**src/rtl/dpram_arb_pkg.sv**
```systemverilog
// Shared constants and types for the dual-port RAM access controller.
// Consumers: arb2, dpram_arbiter (DPRAM_ARB_RR_EN selects round-robin arbitration).
package dpram_arb_pkg;

  localparam int unsigned AW    = 5;
  localparam int unsigned DW    = 4;
  localparam int unsigned DEPTH = 1 << AW;

  typedef enum logic {
    INIT = 1'b0,
    RUN  = 1'b1
  } state_t;

  typedef logic [0:0] client_id_t;

endpackage

```
**src/rtl/dpram_arbiter_arb2.sv**
```systemverilog
// Two-request arbiter with one-hot grant.
// DPRAM_ARB_RR_EN: round-robin via a last-grant pointer; otherwise fixed priority to client 0.
module arb2
  import dpram_arb_pkg::*;
(
`ifdef DPRAM_ARB_RR_EN
  input  logic       clk,
  input  logic       rst_n,
`endif
  input  logic [1:0] req,
  output logic [1:0] gnt
);

`ifdef DPRAM_ARB_RR_EN
  client_id_t last;

  // Reset value 1 makes client 0 the preferred winner of the first contest.
  always_comb begin
    gnt = req;
    if (req == 2'b11) begin
      gnt = (last == 1'b1) ? 2'b01 : 2'b10;
    end
  end

  always_ff @(posedge clk or negedge rst_n) begin
    if (!rst_n) begin
      last <= 1'b1;
    end else if (|gnt) begin
      last <= gnt[1];
    end
  end
`else
  always_comb begin
    gnt    = '0;
    gnt[0] = req[0];
    gnt[1] = req[1] & ~req[0];
  end
`endif

endmodule

```
**src/rtl/dpram_arbiter.sv**
```systemverilog
// Two-client controller for a write-port-A / read-port-B RAM: zero-fills the RAM after reset,
// then arbitrates writes and reads independently. DPRAM_ARB_RR_EN selects round-robin arbitration.
module dpram_arbiter #(
  parameter int unsigned   AW       = dpram_arb_pkg::AW,
  parameter int unsigned   DW       = dpram_arb_pkg::DW,
  parameter logic [DW-1:0] INIT_VAL = '0
) (
  input  logic          clk,
  input  logic          rst_n,
  input  logic          c0_req,
  input  logic          c0_we,
  input  logic [AW-1:0] c0_addr,
  input  logic [DW-1:0] c0_wdata,
  output logic          c0_gnt,
  output logic          c0_rvalid,
  input  logic          c1_req,
  input  logic          c1_we,
  input  logic [AW-1:0] c1_addr,
  input  logic [DW-1:0] c1_wdata,
  output logic          c1_gnt,
  output logic          c1_rvalid,
  output logic [DW-1:0] rdata,
  output logic          init_done,
  output logic          ram_ena,
  output logic          ram_wea,
  output logic [AW-1:0] ram_addra,
  output logic [DW-1:0] ram_dia,
  output logic          ram_enb,
  output logic [AW-1:0] ram_addrb,
  input  logic [DW-1:0] ram_dob
);
  import dpram_arb_pkg::*;

  state_t        state;
  logic [AW-1:0] idx;
  logic          init_act;
  logic          run;
  logic [1:0]    wreq, rreq, wgnt, rgnt;
  logic [AW-1:0] addra_q, addrb_q;
  logic [DW-1:0] dia_q, rdata_q;
  logic          pend;
  client_id_t    rid;

  // Initialisation writes are gated by rst_n so the RAM pins show idle values while reset is held.
  assign init_act = rst_n && (state == INIT);
  assign run      = (state == RUN);

  assign wreq = run ? {c1_req & c1_we,  c0_req & c0_we}  : 2'b00;
  assign rreq = run ? {c1_req & ~c1_we, c0_req & ~c0_we} : 2'b00;

  arb2 u_warb (
`ifdef DPRAM_ARB_RR_EN
    .clk   (clk),
    .rst_n (rst_n),
`endif
    .req   (wreq),
    .gnt   (wgnt)
  );

  arb2 u_rarb (
`ifdef DPRAM_ARB_RR_EN
    .clk   (clk),
    .rst_n (rst_n),
`endif
    .req   (rreq),
    .gnt   (rgnt)
  );

  assign c0_gnt = wgnt[0] | rgnt[0];
  assign c1_gnt = wgnt[1] | rgnt[1];

  // Port A: init walker, then the write winner; idle keeps the last address/data.
  always_comb begin
    ram_ena   = init_act | (|wgnt);
    ram_wea   = init_act | (|wgnt);
    ram_addra = addra_q;
    ram_dia   = dia_q;
    if (init_act) begin
      ram_addra = idx;
      ram_dia   = INIT_VAL;
    end else if (wgnt[1]) begin
      ram_addra = c1_addr;
      ram_dia   = c1_wdata;
    end else if (wgnt[0]) begin
      ram_addra = c0_addr;
      ram_dia   = c0_wdata;
    end
  end

  always_comb begin
    ram_enb   = |rgnt;
    ram_addrb = addrb_q;
    if (rgnt[1]) begin
      ram_addrb = c1_addr;
    end else if (rgnt[0]) begin
      ram_addrb = c0_addr;
    end
  end

  assign c0_rvalid = pend & (rid == 1'b0);
  assign c1_rvalid = pend & (rid == 1'b1);
  assign rdata     = pend ? ram_dob : rdata_q;

  always_ff @(posedge clk or negedge rst_n) begin
    if (!rst_n) begin
      state     <= INIT;
      idx       <= '0;
      init_done <= 1'b0;
    end else begin
      case (state)
        INIT: begin
          idx <= idx + 1'b1;
          if (idx == '1) begin
            state     <= RUN;
            init_done <= 1'b1;
          end
        end
        RUN: begin
          state <= RUN;
        end
        default: begin
          state <= INIT;
        end
      endcase
    end
  end

  always_ff @(posedge clk or negedge rst_n) begin
    if (!rst_n) begin
      addra_q <= '0;
      dia_q   <= '0;
      addrb_q <= '0;
      rdata_q <= '0;
      pend    <= 1'b0;
      rid     <= 1'b0;
    end else begin
      addra_q <= ram_addra;
      dia_q   <= ram_dia;
      addrb_q <= ram_addrb;
      pend    <= |rgnt;
      rid     <= rgnt[1];
      if (pend) begin
        rdata_q <= ram_dob;
      end
    end
  end

endmodule
```
**config.mk**
```make
export PLATFORM = sky130hd
export DESIGN_NAME = dpram_arbiter
export DESIGN_NICKNAME = d
export VERILOG_FILES = /design/src/rtl/dpram_arb_pkg.sv /design/src/rtl/dpram_arbiter_arb2.sv /design/src/rtl/dpram_arbiter.sv
export SDC_FILE = /design/constraint.sdc
export NUM_CORES = 1
export LEC_CHECK = 0
export BUFFER_PORTS_ARGS = -buffer_cell sky130_fd_sc_hd__buf_2
export CAP_MARGIN = 20
export CORE_UTILIZATION = 30
export DETAILED_ROUTE_END_ITERATION = 10
export PLACE_DENSITY = 0.59
export SYNTH_ARGS = -nofsm -noshare
export SYNTH_HDL_FRONTEND = slang
export SYNTH_HIERARCHICAL = 1
export SYNTH_SLANG_ARGS = --single-unit
```
**constraint.sdc**
```tcl
create_clock -name clk -period 2.5 [get_ports clk]
set_input_delay 0.375 -clock clk [delete_from_list [all_inputs] [get_ports clk]]
set_output_delay 0.375 -clock clk [all_outputs]
set_load 0.03 [all_outputs]
```
**Word-level counts from Yosys, hierarchy flattened**

Index checks and enable logic that the tools add are counted.
Widths: inputs -> output; s select.

- Register bits after elaboration: 27
- Logic and storage cells: 45
- Input bits: 28
- Output and inout bits: 26

- Equal/unequal tests: 1
- Mux-type cells: 13
- $add $sub $neg: 1
- Reductions and logical operators: 4
- Bitwise operators: 17

Operators by type and width:

| kind | count |
|---|---|
| $mux 5 | 5 |
| $mux 4 | 4 |
| $and 1x1->1 | 8 |
| $not 1->1 | 6 |
| $add 5x1->5 const B | 1 |
| $eq 5x5->1 const B | 1 |
| $mux 2 | 2 |
| $reduce_or 2->1 | 2 |
| $or 1x1->1 | 3 |
| $pmux 1 s2 | 1 |
| $reduce_and 2->1 | 1 |
| $logic_and 1x1->1 | 1 |
| $mux 1 | 1 |

**Depth between registers and ports, before layout**

- Depth in word-level cells: 6
- Gate-level depth with buffers: 7
- Mapped depth without buffers: 5

**Hierarchy**

Netlist, hierarchy kept.

By module, submodules not included:

| module | instances | area each (um2) | cells an instance | seq. area each (um2) |
|---|---|---|---|---|
| dpram_arbiter | 1 | 1316.3 | 115 | 675.6 |
| arb2 | 2 | 21.3 | 2 | 0.0 |

**Worst setup path before layout**

OpenSTA, ideal clock, no wires.

- Kind: register to output
- Start point: register state (netlist: run)
- End point: output port ram_addrb[0]
- Setup slack: 0.328 ns
- Path buffers: 3
- Data required time: 2.125 ns
- Stages on the path, launching flop included: 8
- Arrival time: 1.797 ns
- Path through: dfrtp_1 buf_6 nand2_1 nor2_1 buf_4 buf_2 mux2i_1 o21ai_0

- Word-level cells in the longest chain between the ends: 4
- Elaborated cells between the ends (all ways): 5
- Those cells by class: mux (3); bitwise (2)

RTL lines:

| item | line | RTL |
|---|---|---|
| start: declaration | dpram_arbiter.sv:34 | `state_t state;` |
| start signal: assignment | dpram_arbiter.sv:106 | `state <= INIT;` |
| start signal: assignment | dpram_arbiter.sv:114 | `state <= RUN;` |
| start signal: assignment | dpram_arbiter.sv:119 | `state <= RUN;` |
| $mux 2 (*) | dpram_arbiter.sv:49 | `assign rreq = run ? {c1_req & ~c1_we, c0_req & ~c0_we} : 2'b00;` |
| via rreq[0] | dpram_arbiter.sv:38 | `logic [1:0] wreq, rreq, wgnt, rgnt;` |
| $not 1->1 | dpram_arbiter_arb2.sv:36 | `gnt[1] = req[1] & ~req[0];` |
| $and 1x1->1 | dpram_arbiter_arb2.sv:36 |  |
| $mux 5 (*) | dpram_arbiter.sv:93 | `if (rgnt[1]) begin` |
| end: declaration | dpram_arbiter.sv:29 | `output logic [AW-1:0] ram_addrb,` |

The timed path passes the listed nets; every way through them passes the cells marked *.

**Worst setup path after layout**

- Start point: register state (netlist: run)
- End point: output port ram_addra[4]

- Word-level cells in the longest chain between the ends: 5
- Elaborated cells between the ends (all ways): 8
- Those cells by class: mux (4); bitwise (3); reduce/logical (1)

RTL lines:

| item | line | RTL |
|---|---|---|
| $mux 2 (*) | dpram_arbiter.sv:48 | `assign wreq = run ? {c1_req & c1_we, c0_req & c0_we} : 2'b00;` |
| via wreq[0] | dpram_arbiter.sv:38 |  |
| $not 1->1 | dpram_arbiter_arb2.sv:36 |  |
| $and 1x1->1 | dpram_arbiter_arb2.sv:36 |  |
| $mux 5 (*) | dpram_arbiter.sv:81 | `end else if (wgnt[1]) begin` |
| $mux 5 (*) | dpram_arbiter.sv:78 | `if (init_act) begin` |
| end: declaration | dpram_arbiter.sv:26 | `output logic [AW-1:0] ram_addra,` |

Marks and branches as above.

==> results.env <==
OUTCOME='finished clean'
SYNTH_ADDER_AREA_SHARE_PCT=1.84
ANTENNA_VIOLATING_NETS_POST_ROUTE=0
VIAS_PER_CELL=4.57
NETS=204
ASYNC_SET_OR_RESET_FLOP_FRACTION_IN_THE_SYNTHESIZED_NETLIST_PCT=100
HOLD-WORST-SLACK_NS=0.0943
PLACE.PORT_BUFFERS=53
POWER.NET_SWITCHING_mW=0.357
TRITONCTS.NUM_BUFFERS=3
CHIPHEIGHT_MICRONS=69.3
TIMING.SLEW.HEADROOM_PCT=70.2
CTS-HOLD-FIX-BUFFERS=0
CORE_AREA_SQ_MM=0.00435
INITIAL_UTILIZATION_PCT=31.2
SYNTH_SEQ_CELLS=27
WORST_EP_REQUIRED_TIME_NS=2.12
DIE_W_MICRONS=69.3
TIMING.HOLD.WORST.CLASS='in -> async'
DETAIL_ROUTE.WL_PER_CELL_MICRONS=12.8
POST_SYNTHESIS_SEQUENTIAL_AREA_RATIO_PCT=49.7
POWER.SHARE.SWITCHING_PCT=33.3
GRT_START_MAX_NET_PINS=28
TRITONCTS_NUM_SINKS=27
CTS_TREE='yes'
AREA_FRACTION_IN_COMPOUND_GATES_AFTER_SYNTHESIS_PCT=5.71
GRT_FIRST_PASS_WIRELENGTH_MICRONS=4870
PEAKVDDDROP_mV=0.183
SYNTH.CELL_AREA_SQ_MM=0.00136
FLOW.AREA_GROWTH_FROM_SYNTHESIS_PCT=26.2
FINAL.SETUP.TNS_NS=0
SYNTHSIMPLEGATEAREAFRAC_PCT=14.9
SYNTH_FF_TYPE='dfrtp_1'
GLOBAL_ROUTE_OVERFLOW=0
NUMBER_OF_ENABLE_TYPE_REGISTER_CELLS_IN_THE_SYNTHESIZED_NETLIST=0
CRIT_PATH_LAUNCH='run'
PLACE_HPWL_MICRONS=2180
MAX-CLOCK-PATH-BUFFERS=2
CRIT_SLOWEST_CELL='dfrtp_1'
GRT_PASS1_VIAS=1001
POWER.LEAKAGE_nW=0.854
DIE_AREA_SQ_MM=0.00480
ACTUAL_TRANSITION_AT_THE_WORST_MAX_TRANSITION_PIN_NS=0.445
CTS_ROOT_BUFFER='clkbuf_8'
INTPOWER_mW=0.715
CLK_PIN_SLEW_WORST_PATHS_NS=0.10
REPORT.FINAL.SETUP_VIOL=0
MAX-CAP-VIOLATIONS=0
LAYOUT_WORST_PATH_CYCLE_SHARE_PCT=93.5
GRT_SETUP_UNREPAIRED='false'
LAYOUT-DRIVE-GT1-SHARE_PCT=48.0
WORST_SKEW_PAIR.LATE_LATENCY_NS=0.28
TIMING.CRITICAL_PATH.TO_TYPE='output port'
DRC=0
FINCLKSKEW_NS=0.0121
NUM_VIAS=1029
GR-USAGE-ALL-LAYERS_PCT=12.4
TIMING_MAX_TRANSITION_VIOLATIONS_FINAL=0
CRITICAL_PATH_ARRIVAL_NS=1.96
SYNTH.MUX.AREA_FRACTION_PCT=20.5
SEQ_POWER_SHARE_PCT=46.2
ANTENNA_DIODES=0
AVERAGE_SIZE_OF_A_MAPPED_CELL_SQ_UM=11.4
CPPEAKSTAGEDELAY_NS=0.44
P_PER_AREA_mW_PER_MM2=625
LAYOUT_MIN_CYCLE_TIME_NS=2.34
FMAX_MHz=428
DRT_ITER0_MARKERS=38
POSTSYNTHCELLCOUNT=119
YOSYSUNIQUECELLTYPES=24
STD_CELL_ROWS=24
DRTPASS1ITERATIONS=4
CLOCK_TREE.HTREE_LEVEL_COUNT=1
GRT_ANTENNA_BEFORE_REPAIR=0
R2R-START='run'
FINALWEIGHTEDCONGESTION=0.699
POWER_FRAC_COMB_PCT=30.0
CRITPATHKIND='reg -> out'
SHARE_CLK_OF_TOTAL_POWER_PCT=23.7
POSTSYNTHNETCOUNT=149
DPL_WORST_SLACK_NS=0.392
TIMING.CRITICAL_PATH.CELLS='and3_2 -> buf_4 -> mux2_2 -> mux2i_1 -> o21ai_0 -> buf_2'
TOP_LEVEL_PORTS=54
POST_LAYOUT_WORST_SETUP_MARGIN_NS=0.161
CRIT_PATH_START_KIND='register'
SYNTH_XOR_XNOR_AREA_SHARE_PCT=1.93
CRITICAL_PATH_S_TOP_DELAY_FAMILY='multiplexers'
COMBINATIONAL_FAMILY_WITH_THE_MOST_AREA_AFTER_SYNTHESIS='multiplexers'
YOSYSWARNINGS=6
NUMBER_OF_BUFFER_AND_INVERTER_INSTANCES_ALONG_THE_WORST_SETUP_PATH=2
TOTALWIRELENGTH_MICRONS=2890
FINAL_HOLD_VIOL_COUNT=0
WORST_PATH_MAX_FANOUT=7
[worst reg2reg max path, stage by stage (launching register included)]
cell	delay, ns
dfrtp_1	0.44
and3_2	0.27
buf_4	0.20
mux2_2	0.34
mux2i_1	0.12
o21ai_0	0.11
[layer usage]
layer / track usage (%) / vias up / part of all wire, %
li1: - / 510 / -
met1: 16.9 / 469 / 48
met2: 19.8 / 46 / 44
met3: 2.91 / 4 / 7.1
met4: 3.40 / 0 / 0.76
met5: 0 / - / 0
[cells in the final DEF (no fill, tap or decap), types with 3 or more instances in the layout]
cell      instances
mux2_2            7
xnor2_1           3
or2_2             4
nor2b_1           5
clkbuf_8          3
o21ai_1           4
nand2_1          17
buf_2            53
buf_4             6
dfrtp_1          27
o21ai_0          10
mux2i_1          14
mux2_4            4
[logic make-up (layout without fill, tap and decap cells)]
logic type                 after synthesis  count (layout)
and+or+nand+nor                         37              37
DFF                                     27              27
muxes                                   25              25
AOI/OAI and AO/OA                       15              15
buffers and inverters                   10              64
xor gates and xnor gates                 3               3
adders and majority gates                2               2
[path summary, 6_finish.rpt]
path / slack [ns] / to / depth (start not counted)
worst max-delay path: 0.16 / ram_addra[4] / 6
worst min-delay path: 0.09 / dia_q[2] / 2
worst max register to register: 0.87 / addra_q[4] / 5
worst min register to register: 0.48 / init_done / 1
max in group asynchronous: 2.14 / addrb_q[0] / 2
min in group clk: 0.34 / addrb_q[3] / 3
[sequential cells by signal, summed over array words and instances (netlist names)]
| signal | cells |
|---|---|
| idx | 5 |
| dia_q | 4 |
| init_done | 1 |
| pend | 1 |
| run | 1 |
| rdata_q | 4 |
| rid | 1 |
| addrb_q | 5 |
| addra_q | 5 |
[through the flow]
step	instance area [sq um]	util, %	power [mW]	cells
3_5_place_dp	1670	38.2	0.833	221
5_1_grt	1720	39.4	1.13	225
6_report	1720	39.4	1.07	225
3_3_place_gp	1670	38.2	0.830	221
2_1_floorplan	1360	-	0.733	119
4_1_cts	1710	39.4	1.09	225
[layout make-up]
type / instances / area (sq um)
Fill cell: 447 / 2640
Clock buffer: 3 / 41.3
Inverter: 1 / 3.75
Clock inverter: 1 / 7.51
Tap cell: 52 / 65.1
Sequential cell: 27 / 676
Multi-Input combinational cell: 82 / 612
Timing Repair Buffer: 59 / 310
[timing repair]
item | CTS | global route
buffers inserted | 0 | 0
resized for setup | 0 | 1
setup endpoints to repair | 0 | 1
[synth_stat cells, types with 3 or more instances]
| cell type | number | share of area (%) |
|---|---|---|
| mux2i_1 | 14 | 10 |
| o21ai_1 | 4 | 1.5 |
| and3_1 | 3 | 1.4 |
| o21ai_0 | 10 | 3.7 |
| xnor2_1 | 3 | 1.9 |
| or2_2 | 4 | 1.8 |
| mux2_4 | 4 | 4.4 |
| dfrtp_1 | 27 | 50 |
| nand2_1 | 17 | 4.7 |
| mux2_2 | 7 | 5.8 |
| nor2b_1 | 5 | 2.3 |
| buf_4 | 5 | 2.8 |
[power groups by stage]
stage / logic [mW] / clock network [mW] / registers (mW)
5_1_grt: 0.350 / 0.278 / 0.502
2_1_floorplan: 0.230 / 0 / 0.503
3_5_place_dp: 0.327 / 0 / 0.506
4_1_cts: 0.328 / 0.263 / 0.496
6_report: 0.322 / 0.255 / 0.496
3_3_place_gp: 0.325 / 0 / 0.504
(Power assumes the default switching activity.)
